===== src/rtl/rand_pkg.sv =====
// rtl/rand_pkg.sv - shared types, constants and mask helper for the bounded random path
package rand_pkg;

  // Width of the saturating rejection counter
  localparam int STAT_W = 16;
  localparam logic [STAT_W-1:0] STAT_MAX = '1;

  // IDLE: no sampling, FIFO may still drain. RUN: decimated sampling active.
  typedef enum logic {
    IDLE = 1'b0,
    RUN  = 1'b1
  } state_t;

  // Smallest 2^k-1 that is >= range_max, found by smearing the top set bit
  // down through every lower position; zero stays zero.
  function automatic logic [31:0] mask_for(input logic [31:0] range_max);
    logic [31:0] m;
    m = range_max;
    m = m | (m >> 1);
    m = m | (m >> 2);
    m = m | (m >> 4);
    m = m | (m >> 8);
    m = m | (m >> 16);
    return m;
  endfunction

endpackage


===== src/rtl/rand_fifo.sv =====
// rtl/rand_fifo.sv - small FIFO with registered head and push-while-full-with-pop support
module rand_fifo
  import rand_pkg::*;
#(
  parameter int W     = 8,
  parameter int DEPTH = 4
) (
  input  logic                   clk,
  input  logic                   rst,
  input  logic                   push,
  input  logic                   pop,
  input  logic                   flush,
  input  logic [W-1:0]           din,
  output logic [W-1:0]           dout,
  output logic [$clog2(DEPTH):0] count,
  output logic                   valid
);

  localparam int AW = $clog2(DEPTH);
  localparam logic [AW:0] FULL = (AW+1)'(DEPTH);
  localparam logic [AW:0] ONE  = (AW+1)'(1);

  logic [W-1:0]  mem [DEPTH];
  logic [AW-1:0] rd_ptr;
  logic [AW-1:0] wr_ptr;
  logic [AW-1:0] rd_next;
  logic          do_pop;
  logic          do_push;

  // A pop on empty is ignored; a push at full only lands when the head leaves in the same cycle
  assign do_pop  = pop && (count != '0);
  assign do_push = push && ((count != FULL) || do_pop);
  assign rd_next = rd_ptr + 1'b1;
  assign valid   = (count != '0);

  // Storage array: entries are written at the tail, never reset (contents are dead once count drops)
  always_ff @(posedge clk) begin
    if (do_push && !flush) begin
      mem[wr_ptr] <= din;
    end
  end

  // Tail pointer advances on every accepted push; flush realigns it with the head
  always_ff @(posedge clk or posedge rst) begin
    if (rst) begin
      wr_ptr <= '0;
    end else if (flush) begin
      wr_ptr <= '0;
    end else if (do_push) begin
      wr_ptr <= wr_ptr + 1'b1;
    end
  end

  // Head pointer and occupancy; simultaneous push and pop leave the count unchanged
  always_ff @(posedge clk or posedge rst) begin
    if (rst) begin
      rd_ptr <= '0;
      count  <= '0;
    end else if (flush) begin
      rd_ptr <= '0;
      count  <= '0;
    end else begin
      if (do_pop) begin
        rd_ptr <= rd_next;
      end
      case ({do_push, do_pop})
        2'b10:   count <= count + ONE;
        2'b01:   count <= count - ONE;
        default: count <= count;
      endcase
    end
  end

  // Registered head: load the incoming word when it becomes the head, else the next stored entry
  always_ff @(posedge clk or posedge rst) begin
    if (rst) begin
      dout <= '0;
    end else if (flush) begin
      dout <= '0;
    end else if (do_push && ((count == '0) || (do_pop && (count == ONE)))) begin
      dout <= din;
    end else if (do_pop && (count > ONE)) begin
      dout <= mem[rd_next];
    end else if (do_pop) begin
      dout <= '0;
    end
  end

endmodule


===== src/rtl/rand_range.sv =====
// rtl/rand_range.sv - decimated LFSR sampler with mask-and-reject bounding and output FIFO
module rand_range
  import rand_pkg::*;
#(
  parameter int WIDTH = 16,
  parameter int OUT_W = 8,
  parameter int DECIM = 8,
  parameter int DEPTH = 4
) (
  input  logic                   clk,
  input  logic                   rst,
  input  logic [WIDTH-1:0]       rnd,
  input  logic                   cfg_load,
  input  logic [OUT_W-1:0]       range_max,
  output logic [OUT_W-1:0]       out_data,
  output logic                   out_valid,
  input  logic                   out_ready,
  output logic [$clog2(DEPTH):0] fifo_count,
  output logic [STAT_W-1:0]      stat_rej
);

  localparam int DCNT_W = (DECIM > 1) ? $clog2(DECIM) : 1;
  localparam logic [DCNT_W-1:0] DCNT_LAST = DCNT_W'(DECIM - 1);

  state_t            state;
  state_t            state_nxt;
  logic [DCNT_W-1:0] dcnt;
  logic [OUT_W-1:0]  lim;
  logic [OUT_W-1:0]  mask;
  logic [OUT_W-1:0]  cand;
  logic              sample;
  logic              reject;
  logic              accept;
  logic [STAT_W-1:0] rej_q;
  logic              unused_rnd;

  // Only the low OUT_W bits feed a candidate; the rest of the LFSR word is intentionally ignored
  assign unused_rnd = ^rnd;

  // State register
  always_ff @(posedge clk or posedge rst) begin
    if (rst) begin
      state <= IDLE;
    end else begin
      state <= state_nxt;
    end
  end

  // Next state: cfg_load enters or restarts RUN; only rst brings the block back to IDLE
  always_comb begin
    state_nxt = state;
    if (cfg_load) begin
      state_nxt = RUN;
    end
  end

  // FSM outputs: sample strobe on the last decimation slot, then the bound test on the candidate
  always_comb begin
    sample = 1'b0;
    case (state)
      RUN:     sample = (dcnt == DCNT_LAST) && !cfg_load;
      default: sample = 1'b0;
    endcase
    cand   = rnd[OUT_W-1:0] & mask;
    reject = sample && (cand > lim);
    accept = sample && !(cand > lim);
  end

  // Decimation counter: cleared by cfg_load, free-runs 0..DECIM-1 while in RUN
  always_ff @(posedge clk or posedge rst) begin
    if (rst) begin
      dcnt <= '0;
    end else if (cfg_load) begin
      dcnt <= '0;
    end else if (state == RUN) begin
      dcnt <= (dcnt == DCNT_LAST) ? '0 : dcnt + 1'b1;
    end
  end

  // Bound and mask are captured only on cfg_load so a changing range_max cannot skew a run
  always_ff @(posedge clk or posedge rst) begin
    if (rst) begin
      lim  <= '0;
      mask <= '0;
    end else if (cfg_load) begin
      lim  <= range_max;
      mask <= OUT_W'(mask_for(32'(range_max)));
    end
  end

  // Rejection statistic: cleared on cfg_load, counts out-of-range candidates, sticks at all-ones
  always_ff @(posedge clk or posedge rst) begin
    if (rst) begin
      rej_q <= '0;
    end else if (cfg_load) begin
      rej_q <= '0;
    end else if (reject && (rej_q != STAT_MAX)) begin
      rej_q <= rej_q + 1'b1;
    end
  end

  assign stat_rej = rej_q;

  // Accepted candidates are offered to the FIFO; it drops them itself when full without a pop
  rand_fifo #(
    .W     (OUT_W),
    .DEPTH (DEPTH)
  ) u_fifo (
    .clk   (clk),
    .rst   (rst),
    .push  (accept),
    .pop   (out_ready),
    .flush (cfg_load),
    .din   (cand),
    .dout  (out_data),
    .count (fifo_count),
    .valid (out_valid)
  );

endmodule


===== config.mk =====
export PLATFORM = sky130hd
export DESIGN_NAME = rand_range
export DESIGN_NICKNAME = d
export VERILOG_FILES = /design/src/rtl/rand_pkg.sv /design/src/rtl/rand_fifo.sv /design/src/rtl/rand_range.sv
export SDC_FILE = /design/constraint.sdc
export NUM_CORES = 1
export LEC_CHECK = 0
export CAP_MARGIN = 20
export CORE_MARGIN = 5
export CORE_UTILIZATION = 57
export DETAILED_ROUTE_END_ITERATION = 6
export DONT_BUFFER_PORTS = 1
export PLACE_DENSITY = 0.72
export SYNTH_ARGS = -nofsm -noshare
export SYNTH_HDL_FRONTEND = slang
export SYNTH_SLANG_ARGS = --single-unit

===== constraint.sdc =====
create_clock -name clk -period 2.9 [get_ports clk]
set_clock_uncertainty 0.15 [all_clocks]
set_input_delay 0.58 -clock clk [delete_from_list [all_inputs] [get_ports clk]]
set_output_delay 0.58 -clock clk [all_outputs]
set_load 0.05 [all_outputs]

==> impl_metrics.py <==
metrics = {
    "outcome": {
        "status": "finished with violations",
        "violations": "negative hold slack",
    },
    "floorplan": {
        "die_y_um": 95.23,
        "core_um2": 7176,
        "die_area_um2": 9068,
        "die_width_um": 95.23,
        "io_pins": 56,
        "initial_core_util_pct": 57.70,
        "rows": 31,
    },
    "grt": {
        "grt_antenna_before_repair": 0,
        "grt_pass1_wl_mm": 14.47,
        "grt_usage_pct": 20.99,
        "grt_pass1_vias": 2906,
        "overflow": 0,
        "grt_max_degree": 58,
    },
    "power_and_ir_drop": {
        "leakage_nw": 1.860,
        "combPwrFrac_pct": 30.9,
        "clkPwrFrac_pct": 23.0,
        "power.switching_mw": 1.235,
        "total_power_mw": 3.187,
        "p_seq_share_pct": 46.2,
        "p_sw_share_pct": 38.76,
        "intPower_mw": 1.951,
        "peakVddDrop_uv": 365.9,
        "power_density_nw_per_um2": 664.8,
    },
    "timing": {
        "setup_violations": 0,
        "fin_crit_ns": 2.793,
        "max_freq_ghz": 0.3581,
        "slew_violations": 0,
        "finalHoldViolations": 2,
        "worst_slew_pin_slew_ns": 0.6733,
        "max-slew-margin-rel_pct": 55.11,
        "finalCritPeriodShare_pct": 96.30,
        "whs_ns": -0.001139,
    },
    "cells_and_area": {
        "fin_cells": 497,
        "drive_gt1_share_pct": 24.37,
        "antenna_cells": 0,
        "utilization_pct": 66.80,
        "final_nets": 438,
        "nFillCells": 550,
        "syn_to_final_growth_pct": 15.78,
    },
    "clock_tree": {
        "clk_path_buf_depth": 2,
        "path_clk_slew_ns": 0.08,
        "cts_tree": "done",
        "clk-insertion-delay-late_ns": 0.35,
        "cts.sinks": 82,
        "ctsRootBufferMaster": "clkbuf_8",
        "htree_levels": 3,
        "cts-buffers-inserted": 9,
    },
    "synthesis": {
        "syn_area_per_cell_um2": 11.60,
        "synth.distinct_cells": 55,
        "syn_nets": 401,
        "ys.flop_type": "dfrtp_1",
        "synth_top_cell_by_area": "dfrtp_1",
        "synth.most_common_cell": "dfrtp_1",
        "seq_area_frac_synth_pct": 53.43,
        "ys_top_cells_by_count": "dfrtp_1, edfxtp_1, nand2_1",
        "synthesis.area_um2": 4140,
        "yosys-top-cells-area": "dfrtp_1, edfxtp_1, ha_1, mux4_2, a21oi_1",
        "ys_async_sr_fraction_pct": 60.98,
        "netlist.area_leader.share_pct": 30.22,
        "synthCells": 357,
        "synth-seq-cells": 82,
        "synth_edf_count": 32,
        "yosysWarnings": 0,
    },
    "hold_path": {
        "min_path_type": "in -> async",
    },
    "critical_path": {
        "crit_path_cell_trace": "and2_4 > ha_4 > a211oi_4 > nor3_4 > buf_4 > a2111o_2 > a31oi_4 > and2_4 > buf_4",
        "r2r_setup_slack_ns": 0.11,
        "end_kind": "register",
        "critPathSlowestCell": "a2111o_2",
        "timing.rr.end": "u_fifo.mem[1][3]",
        "cp_max_fo": 6,
        "reg2reg_depth": 9,
        "start_kind": "register",
        "r2r-start": "mask[5]",
        "arrival_ns": 2.71,
        "worstPathRequired_ns": 2.82,
        "path_class": "reg -> reg",
        "critPathMaxStageDelay_ns": 0.48,
    },
    "drt": {
        "drc": 0,
        "vias": 2970,
        "antenna_left": 0,
        "totalWireLength_mm": 8.917,
        "drt_iter0_markers": 168,
        "wl_per_cell_um": 17.94,
        "via_per_inst": 5.976,
        "dr.pass1.iters": 4,
    },
    "place": {
        "place_inst": 478,
        "portBuffers": 0,
        "dpl.hpwl_mm": 5.951,
        "place_congestion": 0.8087,
    },
    "flow_run": {
        "drv_cap": 0,
    },
}
worst max-delay path, delay by kind of cell (launching register included):
family | cells | cell delay [ns]
AOI/OAI and AO/OA | 3 | 1.02
and+or+nand+nor | 3 | 0.43
DFF | 1 | 0.38
buffers and inverters | 2 | 0.30
adders and majority gates | 1 | 0.22
power groups by stage:
stage / Sequential (mW) / Combinational [mW] / Clock (mW)
after floorplan: 1.54 / 0.666 / 0
after global placement: 1.49 / 0.926 / 0
after detailed placement: 1.50 / 0.941 / 0
after CTS: 1.47 / 0.948 / 0.746
after global routing: 1.49 / 1.09 / 0.807
final: 1.47 / 0.983 / 0.733
per-layer routing:
metal | share of wire (%) | vias up | GRT usage, %
met5 | 0 | - | 0
met3 | 6.8 | 14 | 5.130
met2 | 48 | 84 | 32.42
met4 | 1.4 | 0 | 7.452
li1 | - | 1411 | -
met1 | 44 | 1461 | 28.98
metrics by stage:
stage                     hold slack, ns  setup slack, ns  cell area [µm²]  TNS [ns]
after global placement            0.3347          -0.1942             4521    -5.787
final                          -0.001139           0.1072             4793         0
after global routing            0.004939         -0.01837             4793  -0.05588
after detailed placement          0.3484          -0.2725             4521    -8.596
after CTS                      0.0001114          0.01364             4693         0
after floorplan                   0.3167          0.01021             4143         0
layout make-up:
class	instances	area [µm²]	area share [%]
Clock buffer	9	123.9	2.584
Timing Repair Buffer	41	357.8	7.465
Inverter	21	78.83	1.644
Sequential cell	82	2212	46.15
Multi-Input combinational cell	239	1853	38.66
Clock inverter	6	43.79	0.9136
Tap cell	99	123.9	2.584
cells by family (layout without fill, tap and decap cells):
kind of cell | count (synthesis) | after routing | share of synthesized area, %
mux | 20 | 20 | 7.404
compound gates | 81 | 81 | 13.90
simple gates | 118 | 119 | 15.93
fa+ha+maj | 16 | 16 | 4.835
flops | 82 | 82 | 53.43
buf+inv | 37 | 77 | 3.868
xor+xnor | 3 | 3 | 0.6347
what timing repair did:
action,4_1_cts,5_1_grt
gates resized for setup,1,11
cloned,0,1
setup endpoints to repair,3,51
pin swaps,0,6
setup buffers,0,3
hold endpoints to repair,0,0
hold buffers,0,0
placed cells by master (no fill, tap or decap), drive strengths merged, types with 2 or more instances in the layout:
master and n:
nand4 9, o211ai 5, a31oi 6, a21o 3
o21bai 2, and2 12, clkbuf 9, a211oi 3
mux2 5, or3 3, inv 22, nor3 8
edfxtp 32, nand3 13, xnor2 2, o31ai 13
and4 2, dfrtp 50, or4 12, or2 4
clkinvlp 3, nor2 20, nand2 27, ha 16
and3 2, buf 41, mux2i 7, o21ai 15
a21oi 23, nand2b 3, mux4 8, clkinv 2
a2111oi 4
worst max path at each step:
stage	start	end	slack [ns]	cells after the start
after floorplan	rnd[5]	u_fifo.mem[1][0]	0.01	7
after global placement	rnd[5]	u_fifo.dout[2]	-0.19	9
after CTS	mask[5]	u_fifo.mem[1][3]	0.01	9
after detailed placement	rnd[5]	u_fifo.dout[2]	-0.27	9
after global routing	mask[5]	u_fifo.mem[1][3]	-0.02	9
final	mask[5]	u_fifo.mem[1][3]	0.11	9
state kept, by name, indices dropped and copies added, names as in the netlist:
signal / count
u_fifo.count: 3
stat_rej: 16
dcnt: 3
u_fifo.wr_ptr: 2
mask: 7
u_fifo.mem: 32
u_fifo.dout: 8
lim: 8
state: 1
u_fifo.rd_ptr: 2
(Power assumes the default switching activity.)
